===== src/rtl/stc_pkg.sv =====
// Shared widths and types for the sphere_to_cart quadrilateral area estimator.
package stc_pkg;

    localparam int unsigned RADIUS_W = 16;
    localparam int unsigned AREA_W   = 26;
    localparam int unsigned N_SLOTS  = 4;
    localparam int unsigned PROD_W   = 2 * (RADIUS_W + 1);

    localparam logic [AREA_W-1:0] AREA_MAX = {AREA_W{1'b1}};

    typedef logic [RADIUS_W-1:0] radius_t;
    typedef logic [AREA_W-1:0]   area_t;
    typedef logic [PROD_W-1:0]   prod_t;

endpackage


===== src/rtl/stc_half_sat.sv =====
// Halves the cross-product sum and fits it into the area width.
// STC_AREA_SATURATE_EN clamps to all-ones on overflow; otherwise upper bits are dropped.
module stc_half_sat #(
    parameter int unsigned PROD_W = stc_pkg::PROD_W,
    parameter int unsigned AREA_W = stc_pkg::AREA_W
) (
    input  logic [PROD_W-1:0] prod_i,
    output logic [AREA_W-1:0] area_o
);

`ifdef STC_AREA_SATURATE_EN
    logic unused_lsb;
    assign unused_lsb = prod_i[0];

    always_comb begin
        area_o = prod_i[AREA_W:1];
        if (|prod_i[PROD_W-1:AREA_W+1]) begin
            area_o = {AREA_W{1'b1}};
        end
    end
`else
    logic unused_bits;
    assign unused_bits = ^{prod_i[PROD_W-1:AREA_W+1], prod_i[0]};

    always_comb begin
        area_o = prod_i[AREA_W:1];
    end
`endif

endmodule


===== src/rtl/sphere_to_cart.sv =====
// Collects 4 radii at 90-degree spacing and reports the spanned quadrilateral area.
// Two-stage pipeline after the frame's last sample; overflow handling set by STC_AREA_SATURATE_EN.
module sphere_to_cart #(
    parameter int unsigned RADIUS_W = stc_pkg::RADIUS_W,
    parameter int unsigned AREA_W   = stc_pkg::AREA_W
) (
    input  logic                clk,
    input  logic                rst,
    input  logic                en,
    input  logic [RADIUS_W-1:0] radius,
    output logic [AREA_W-1:0]   area,
    output logic                rdy
);

    import stc_pkg::*;

    localparam int unsigned SumW  = RADIUS_W + 1;
    localparam int unsigned ProdW = 2 * SumW;

    logic [1:0]          slot_q;
    logic [RADIUS_W-1:0] r_q [N_SLOTS];
    logic                frame_q;
    logic                v1_q;
    logic [ProdW-1:0]    s_q;
    logic [ProdW-1:0]    s_d;
    logic [SumW-1:0]     sum_a;
    logic [SumW-1:0]     sum_b;
    logic [AREA_W-1:0]   area_d;
    logic [AREA_W-1:0]   area_q;
    logic                rdy_q;

    // Opposite radii pair up: (r0+r2)(r1+r3) expands to the four adjacent products.
    always_comb begin
        sum_a = SumW'(r_q[0]) + SumW'(r_q[2]);
        sum_b = SumW'(r_q[1]) + SumW'(r_q[3]);
        s_d   = ProdW'(sum_a) * ProdW'(sum_b);
    end

    always_ff @(posedge clk or posedge rst) begin
        if (rst) begin
            slot_q  <= 2'd0;
            frame_q <= 1'b0;
            for (int i = 0; i < N_SLOTS; i++) begin
                r_q[i] <= '0;
            end
        end else begin
            frame_q <= en && (slot_q == 2'd3);
            if (en) begin
                r_q[slot_q] <= radius;
                slot_q      <= slot_q + 2'd1;
            end
        end
    end

    // Stage 1 samples the frame on the edge after slot 3, before a new slot 0 can land.
    always_ff @(posedge clk or posedge rst) begin
        if (rst) begin
            s_q  <= '0;
            v1_q <= 1'b0;
        end else begin
            v1_q <= frame_q;
            if (frame_q) begin
                s_q <= s_d;
            end
        end
    end

    stc_half_sat #(
        .PROD_W (ProdW),
        .AREA_W (AREA_W)
    ) u_half_sat (
        .prod_i (s_q),
        .area_o (area_d)
    );

    always_ff @(posedge clk or posedge rst) begin
        if (rst) begin
            area_q <= '0;
            rdy_q  <= 1'b0;
        end else begin
            rdy_q <= v1_q;
            if (v1_q) begin
                area_q <= area_d;
            end
        end
    end

    assign area = area_q;
    assign rdy  = rdy_q;

endmodule


===== config.mk =====
export PLATFORM = sky130hd
export DESIGN_NAME = sphere_to_cart
export DESIGN_NICKNAME = d
export VERILOG_FILES = /design/src/rtl/stc_pkg.sv /design/src/rtl/stc_half_sat.sv /design/src/rtl/sphere_to_cart.sv
export SDC_FILE = /design/constraint.sdc
export NUM_CORES = 1
export LEC_CHECK = 0
export CORE_MARGIN = 3
export CORE_UTILIZATION = 44
export DETAILED_ROUTE_END_ITERATION = 10
export GPL_TIMING_DRIVEN = 0
export PLACE_DENSITY = 0.6
export SYNTH_ARGS = -nofsm -noshare
export SYNTH_HDL_FRONTEND = slang
export SYNTH_SLANG_ARGS = --single-unit

===== constraint.sdc =====
create_clock -name clk -period 13.5 [get_ports clk]
set_clock_uncertainty 0.05 [all_clocks]
set_input_delay 3.375 -clock clk [delete_from_list [all_inputs] [get_ports clk]]
set_output_delay 3.375 -clock clk [all_outputs]
set_load 0.02 [all_outputs]

* Word-level counts from Yosys, hierarchy flattened
Index checks and enable logic that the tools add are counted.
W data, S select, Z words.
** Cells by class
- Add/subtract/negate cells :: 3
- Multiply operators :: 1
- Divide/modulo/power cells :: 0
- Order comparisons :: 2
- Eq/ne operators :: 1
- Shift operators :: 0
- Multiplexer cells :: 3
- Bitwise gates (word level) :: 1
- Reductions and logical operators :: 2
** Operator list (number)
- $bwmux W64 :: 1
- $add A16 B16 Y17 :: 2
- $demux W16 S2 :: 1
- $mul A17 B17 Y27 :: 1
- $mux W16 :: 1
- $ge A3 B3 Y1 const B :: 1
- $lt A3 B1 Y1 const B :: 1
- $not A2 Y3 :: 1
- $add A2 B1 Y2 const B :: 1
- $eq A2 B2 Y1 const B :: 1
- $logic_and A1 B1 Y1 :: 2
** Word-level totals
- Register bits :: 122
- Latch bits :: 0
- RAM bits :: 0
- ROM bits :: 0
- Input port bits :: 19
- Logic and storage cells :: 23
- Memories kept :: 0

* Depth between registers and ports, before layout
- Depth in word-level cells :: 6
- Depth in mapped cells :: 35
- Gate-level depth less buffers :: 33

* Hierarchy
Synthesis repeated with hierarchy kept, for this count alone.
** Second synthesis, totals
- Cells, all modules :: 1642
- Area total of the unflattened synthesis :: 16045.4 µm²
** Modules (own cells, without submodules)
- sphere_to_cart :: instances 1, cells each 1616, area each 15850.2 µm², seq. area each 3228.1 µm²
- stc_half_sat :: instances 1, cells each 26, area each 195.2 µm², seq. area each 0.0 µm²

* Worst setup path after synthesis
Ideal clock, no wire load.
- Path type :: register to register
- From :: register r_q[16] (netlist name)
- To :: register s_q[26]
- Library setup time :: 0.125 ns
- Arrival :: 8.197 ns
- Required time :: 13.325 ns
- Slack :: 5.128 ns
- Cell stages (with the launch flop) :: 31
- Cells stage by stage :: dfrtp_1 -> ha_1 -> fa_1 -> a211oi_2 -> o21ai_1 -> a211oi_2 -> o31ai_1 -> a21oi_2 -> xnor2_2 -> clkbuf_1 -> nand2_1 -> fa_1 -> inv_1 -> fa_1 -> fa_1 -> fa_1 -> fa_1 -> inv_1 -> fa_1 -> inv_1 -> ha_1 -> clkbuf_1 -> and3_1 -> and3_2 -> a311o_2 -> o21ai_2 -> o2bb2ai_1 -> xnor3_1 -> xnor2_1 -> xnor3_1 -> mux2_4
** Between the ends
- Cells in the longest elaborated chain, start to end :: 2
** Ends and longest elaborated chain
- start: declaration :: RTL line sphere_to_cart.sv:21 : logic [RADIUS_W-1:0] r_q [N_SLOTS];
- start signal: indexed assignment :: RTL line sphere_to_cart.sv:49 : r_q[slot_q] <= radius;
- $add A16 B16 Y17 :: RTL line sphere_to_cart.sv:34 : sum_a = SumW'(r_q[0]) + SumW'(r_q[2]);
- $mul A17 B17 Y27 :: RTL line sphere_to_cart.sv:36 : s_d = ProdW'(sum_a) * ProdW'(sum_b);
- end signal: assignment :: RTL line sphere_to_cart.sv:58 : s_q <= '0;
- end signal: assignment :: RTL line sphere_to_cart.sv:63 : s_q <= s_d;
- end: declaration :: RTL line sphere_to_cart.sv:24 : logic [ProdW-1:0] s_q;
No other way between the ends.
A chain may end at the register's enable or synchronous reset.

* Final worst setup path
Ends and elaborated chain as after synthesis.

==> summary.md <==
The run finished with clean final reports. The routed design has 34.3 mm of wire. The highest attainable clock frequency is 0.0982 GHz. The actual slew at the worst max-slew pin was 1.33 ns.

Dominant register cell in the synthesized netlist: sky130_fd_sc_hd__dfrtp_1. Among cell families on the critical path, the largest total delay comes from adder cells. Buffers inserted during clock tree synthesis total 17. The pin count of the biggest net entering global routing was 82.

The startpoint identified for the worst hold timing path is v1_q$_DFF_PP0_. The die covers 34500 sq um. The initial core utilization is 44.8%. The number of setup buffers added after CTS is 0. The cell depth of the worst min-delay path came out at 0. For this run, the total global-route usage over all layers was measured as 21.3%. After layout, the minimum clock period comes to 10.19 ns.

Sequential elements use 21.3% of the synthesized area. The tools report the endpoint kind of the worst setup timing path as a flop. The multiplexer fraction of the synthesized cell area works out to 8.58%.

After filler insertion, the fill cell instance count of the layout stands at 2998. The number of endpoints failing setup at the final stage was 0; the count of unique library cells instantiated by Yosys was 64. The post-route netlist has 11.0% of its cells at a drive strength greater than 1. The synthesized netlist devotes 6.70% of its cell area to compound gates. The critical path in this run is classified as reg2reg. The XOR/XNOR share of the synthesized area came out at 3.94%.

Measured along the y axis, the die boundary spans 186 um. The tools report the top-level I/O count as 46. The kind of launch point of the worst setup path is a flop.

Counting buffers and inverters, the worst setup path is 29 cells deep. In the detailed route, the total length drawn on met2 is 16.4 mm. Of all nets on the critical path, the largest fanout is 10. Setup repair after global routing left no endpoint under its margin. The buffering stage count on the worst path with inverters included was 5; the fraction of registers with async set/reset was 100%.

The library cell used most frequently in the layout, excluding fill and tap cells, is sky130_fd_sc_hd__inv_1. At the worst endpoint, the arrival time is 10.45 ns. The most numerous cell type found on the critical path is sky130_fd_sc_hd__fa_1. The total of hold buffers inserted after clock tree synthesis is 0, and the worst path required time is 13.76 ns. In this design, the stage delay of the slowest critical-path cell is 0.95 ns.

From synthesis to final layout, the design area changed by 11.1%. The vias after detailed routing is 9836, and the count of flip-flops with a built-in enable after synthesis is 0. Type of the worst min-delay path: reg2reg. The tool flagged a number of max-cap violations equal to 0. The normalized max-slew margin was 11.0%; the number of optimization iterations in the first detailed-route pass was 5.

During synthesis, Yosys emitted a total of 0 warnings. The number of antenna violations at the first check in global routing is 0, and the setup TNS is 0 ns. TritonCTS built the clock tree. The combinational family with the most area after synthesis was adder cells. The floorplan step set the die width to 186 um. The run gives 31700 sq um as the placeable core region. In the final routed layout, each cell accounts on average for 18.0 um. The tools report the root buffer cell as sky130_fd_sc_hd__clkbuf_16.

Clock latency on the worst-skew pair, taken at its later pin, is 0.43 ns. In the routed layout, each cell is associated on average with a via count of 5.17. The ratio of final minimum period to clock period works out to 75.5%.

The number of antenna diodes in the final layout is 0. Summed over all nets, wire length on met3 after detailed routing comes to 1.65 mm. The number of H-tree branching levels was 4; the number of hold-slack violations in the final timing report was 0.

The first routing iteration left 477 violations. At the end of the flow, the number of nets in the layout was 1825. The global-route wire length before repair was 55.9 mm. The critical register-to-register path startpoint is r_q[16]$_DFFE_PP0P_. After synthesis, the mean cell area works out to 9.98 sq um.

The start point of the critical path is r_q[16]$_DFFE_PP0P_. The tools report the instance count of the mapped netlist as 1423. The post-synthesis share of cell area spent on full adders, half adders and majority gates is 39.1%.

The final number of max-transition violations came out at 0. After synthesis the netlist holds a flip-flop and latch count of 121. The congestion estimate from routability-driven global placement came to 0.899. In this run, post-CTS repair resized a total of 0 instances. After clock tree synthesis, the clock-pin slew on the worst setup and hold paths is 0.06 ns.

For this design, the sink count on the clock tree is 121. The longest clock path from root to sink contains 2 buffers. The number of nets produced by synthesis was 1761; the area of the mapped netlist was 14200 sq um. Final antenna-violating net count: 0. Master of the slowest instance on the critical path: sky130_fd_sc_hd__xnor2_1.

The share of synthesized cell area in and, or, nand and nor gates works out to 11.8%. The tools report the number of global-route vias before repair as 10500. For this block, wires on met1 add up to 15.1 mm. Measured in cells, the most critical reg-to-reg path has a length of 29.

The run gives 27.6 mm as the half-perimeter wire length after placement. For this run, design rule violations remaining after detail routing come to 0. Routed signal wires occupy layers up through met4. The initialized floorplan defines 65 standard-cell rows.

The total of buffers placed on input and output ports was 44. After global routing the overflow that remains totals 0. In the layout the commonest cells are 279 x sky130_fd_sc_hd__inv_1, 207 x sky130_fd_sc_hd__fa_1, 176 x sky130_fd_sc_hd__nand2_1, 121 x sky130_fd_sc_hd__dfrtp_1, 112 x sky130_fd_sc_hd__ha_1.
cells in the mapped netlist (3+ instances only):
library cell | count | area [sq um]
sky130_fd_sc_hd__a221oi_1 | 3 | 26.3
sky130_fd_sc_hd__o21bai_1 | 8 | 60.1
sky130_fd_sc_hd__a21o_1 | 12 | 90.1
sky130_fd_sc_hd__a211oi_1 | 5 | 37.5
sky130_fd_sc_hd__dfrtp_1 | 121 | 3030
sky130_fd_sc_hd__xnor2_1 | 43 | 377
sky130_fd_sc_hd__nor2b_1 | 7 | 43.8
sky130_fd_sc_hd__o211ai_1 | 3 | 22.5
sky130_fd_sc_hd__xor2_1 | 12 | 105
sky130_fd_sc_hd__and2_1 | 82 | 513
sky130_fd_sc_hd__o21ai_1 | 5 | 25.0
sky130_fd_sc_hd__inv_1 | 280 | 1050
sky130_fd_sc_hd__nand4_1 | 4 | 25.0
sky130_fd_sc_hd__a21oi_1 | 34 | 170
sky130_fd_sc_hd__a211o_1 | 3 | 26.3
sky130_fd_sc_hd__a31oi_1 | 4 | 25.0
sky130_fd_sc_hd__mux2_2 | 106 | 1190
sky130_fd_sc_hd__nand3_1 | 8 | 40.0
sky130_fd_sc_hd__o31a_1 | 3 | 26.3
sky130_fd_sc_hd__nand2b_1 | 17 | 106
sky130_fd_sc_hd__a21oi_2 | 4 | 35.0
sky130_fd_sc_hd__o21a_1 | 7 | 52.6
sky130_fd_sc_hd__o21ai_0 | 15 | 75.1
sky130_fd_sc_hd__ha_1 | 112 | 1400
sky130_fd_sc_hd__fa_1 | 207 | 4140
sky130_fd_sc_hd__and3_1 | 3 | 18.8
sky130_fd_sc_hd__clkbuf_1 | 41 | 154
sky130_fd_sc_hd__nor3_1 | 11 | 55.1
sky130_fd_sc_hd__nand2_1 | 176 | 661
sky130_fd_sc_hd__o31ai_1 | 5 | 37.5
sky130_fd_sc_hd__nor2_1 | 40 | 150
per-layer routing:
layer,vias up,GRT usage [%]
met1,4982,28.4
met3,61,3.97
li1,4565,-
met2,228,35.1
met4,0,7.36
met5,-,0
through the flow:
stage / cells / hold WS (ns) / area (sq um) / setup WS [ns] / utilization [%]
after floorplan: 1423 / 0.302 / 14200 / 5.13 / -
after global placement: 1869 / 0.311 / 15100 / 3.39 / 47.7
after detailed placement: 1870 / 0.315 / 15200 / 3.33 / 47.8
after CTS: 1901 / 0.327 / 15800 / 3.31 / 49.7
after global routing: 1901 / 0.343 / 15800 / 2.95 / 49.7
final: 1901 / 0.326 / 15800 / 3.31 / 49.7
logic make-up (layout without fill, tap and decap cells):
| group | after synthesis | after routing |
|---|---|---|
| buf+inv | 326 | 402 |
| compound gates | 135 | 135 |
| simple gates | 355 | 355 |
| xor+xnor | 59 | 59 |
| fa+ha+maj | 319 | 319 |
| mux | 108 | 108 |
| flops | 121 | 121 |
worst paths after layout:
check | end | slack [ns]
max in group asynchronous | s_q[16]$_DFFE_PP0P_ | 9.41
min reg2reg | rdy$_DFF_PP0_ | 0.33
min in group asynchronous | r_q[51]$_DFFE_PP0P_ | 3.27
max | s_q[26]$_DFFE_PP0P_ | 3.31
max reg2reg | s_q[26]$_DFFE_PP0P_ | 3.31
min | rdy$_DFF_PP0_ | 0.33
state kept, by name, indices dropped and copies added, names as in the netlist:
name	flops
area	26
slot_q	2
r_q	64
rdy	1
frame_q	1
s_q	26
v1_q	1
worst reg2reg max path, delay by kind of cell, from the launching register on:
family | cells | cell delay [ns]
simple gates | 4 | 0.80
mux | 1 | 0.28
buf+inv | 5 | 0.97
fa+ha+maj | 9 | 4.12
compound gates | 6 | 1.54
xor+xnor | 4 | 1.91
flops | 1 | 0.38
layout make-up:
type                            count  area (sq um)  share of cell area [%]
Tap cell                          402           503                    3.19
Clock inverter                     12           150                   0.952
Clock buffer                       19           443                    2.81
Inverter                          281          1060                    6.72
Sequential cell                   121          3030                    19.2
Multi-Input combinational cell    976          9950                    63.1
Buffer                             45           171                    1.09
Timing Repair Buffer               45           468                    2.97
Power is not shown: default switching activity piles up to over one toggle a cycle in this logic, so the estimate is an artifact.
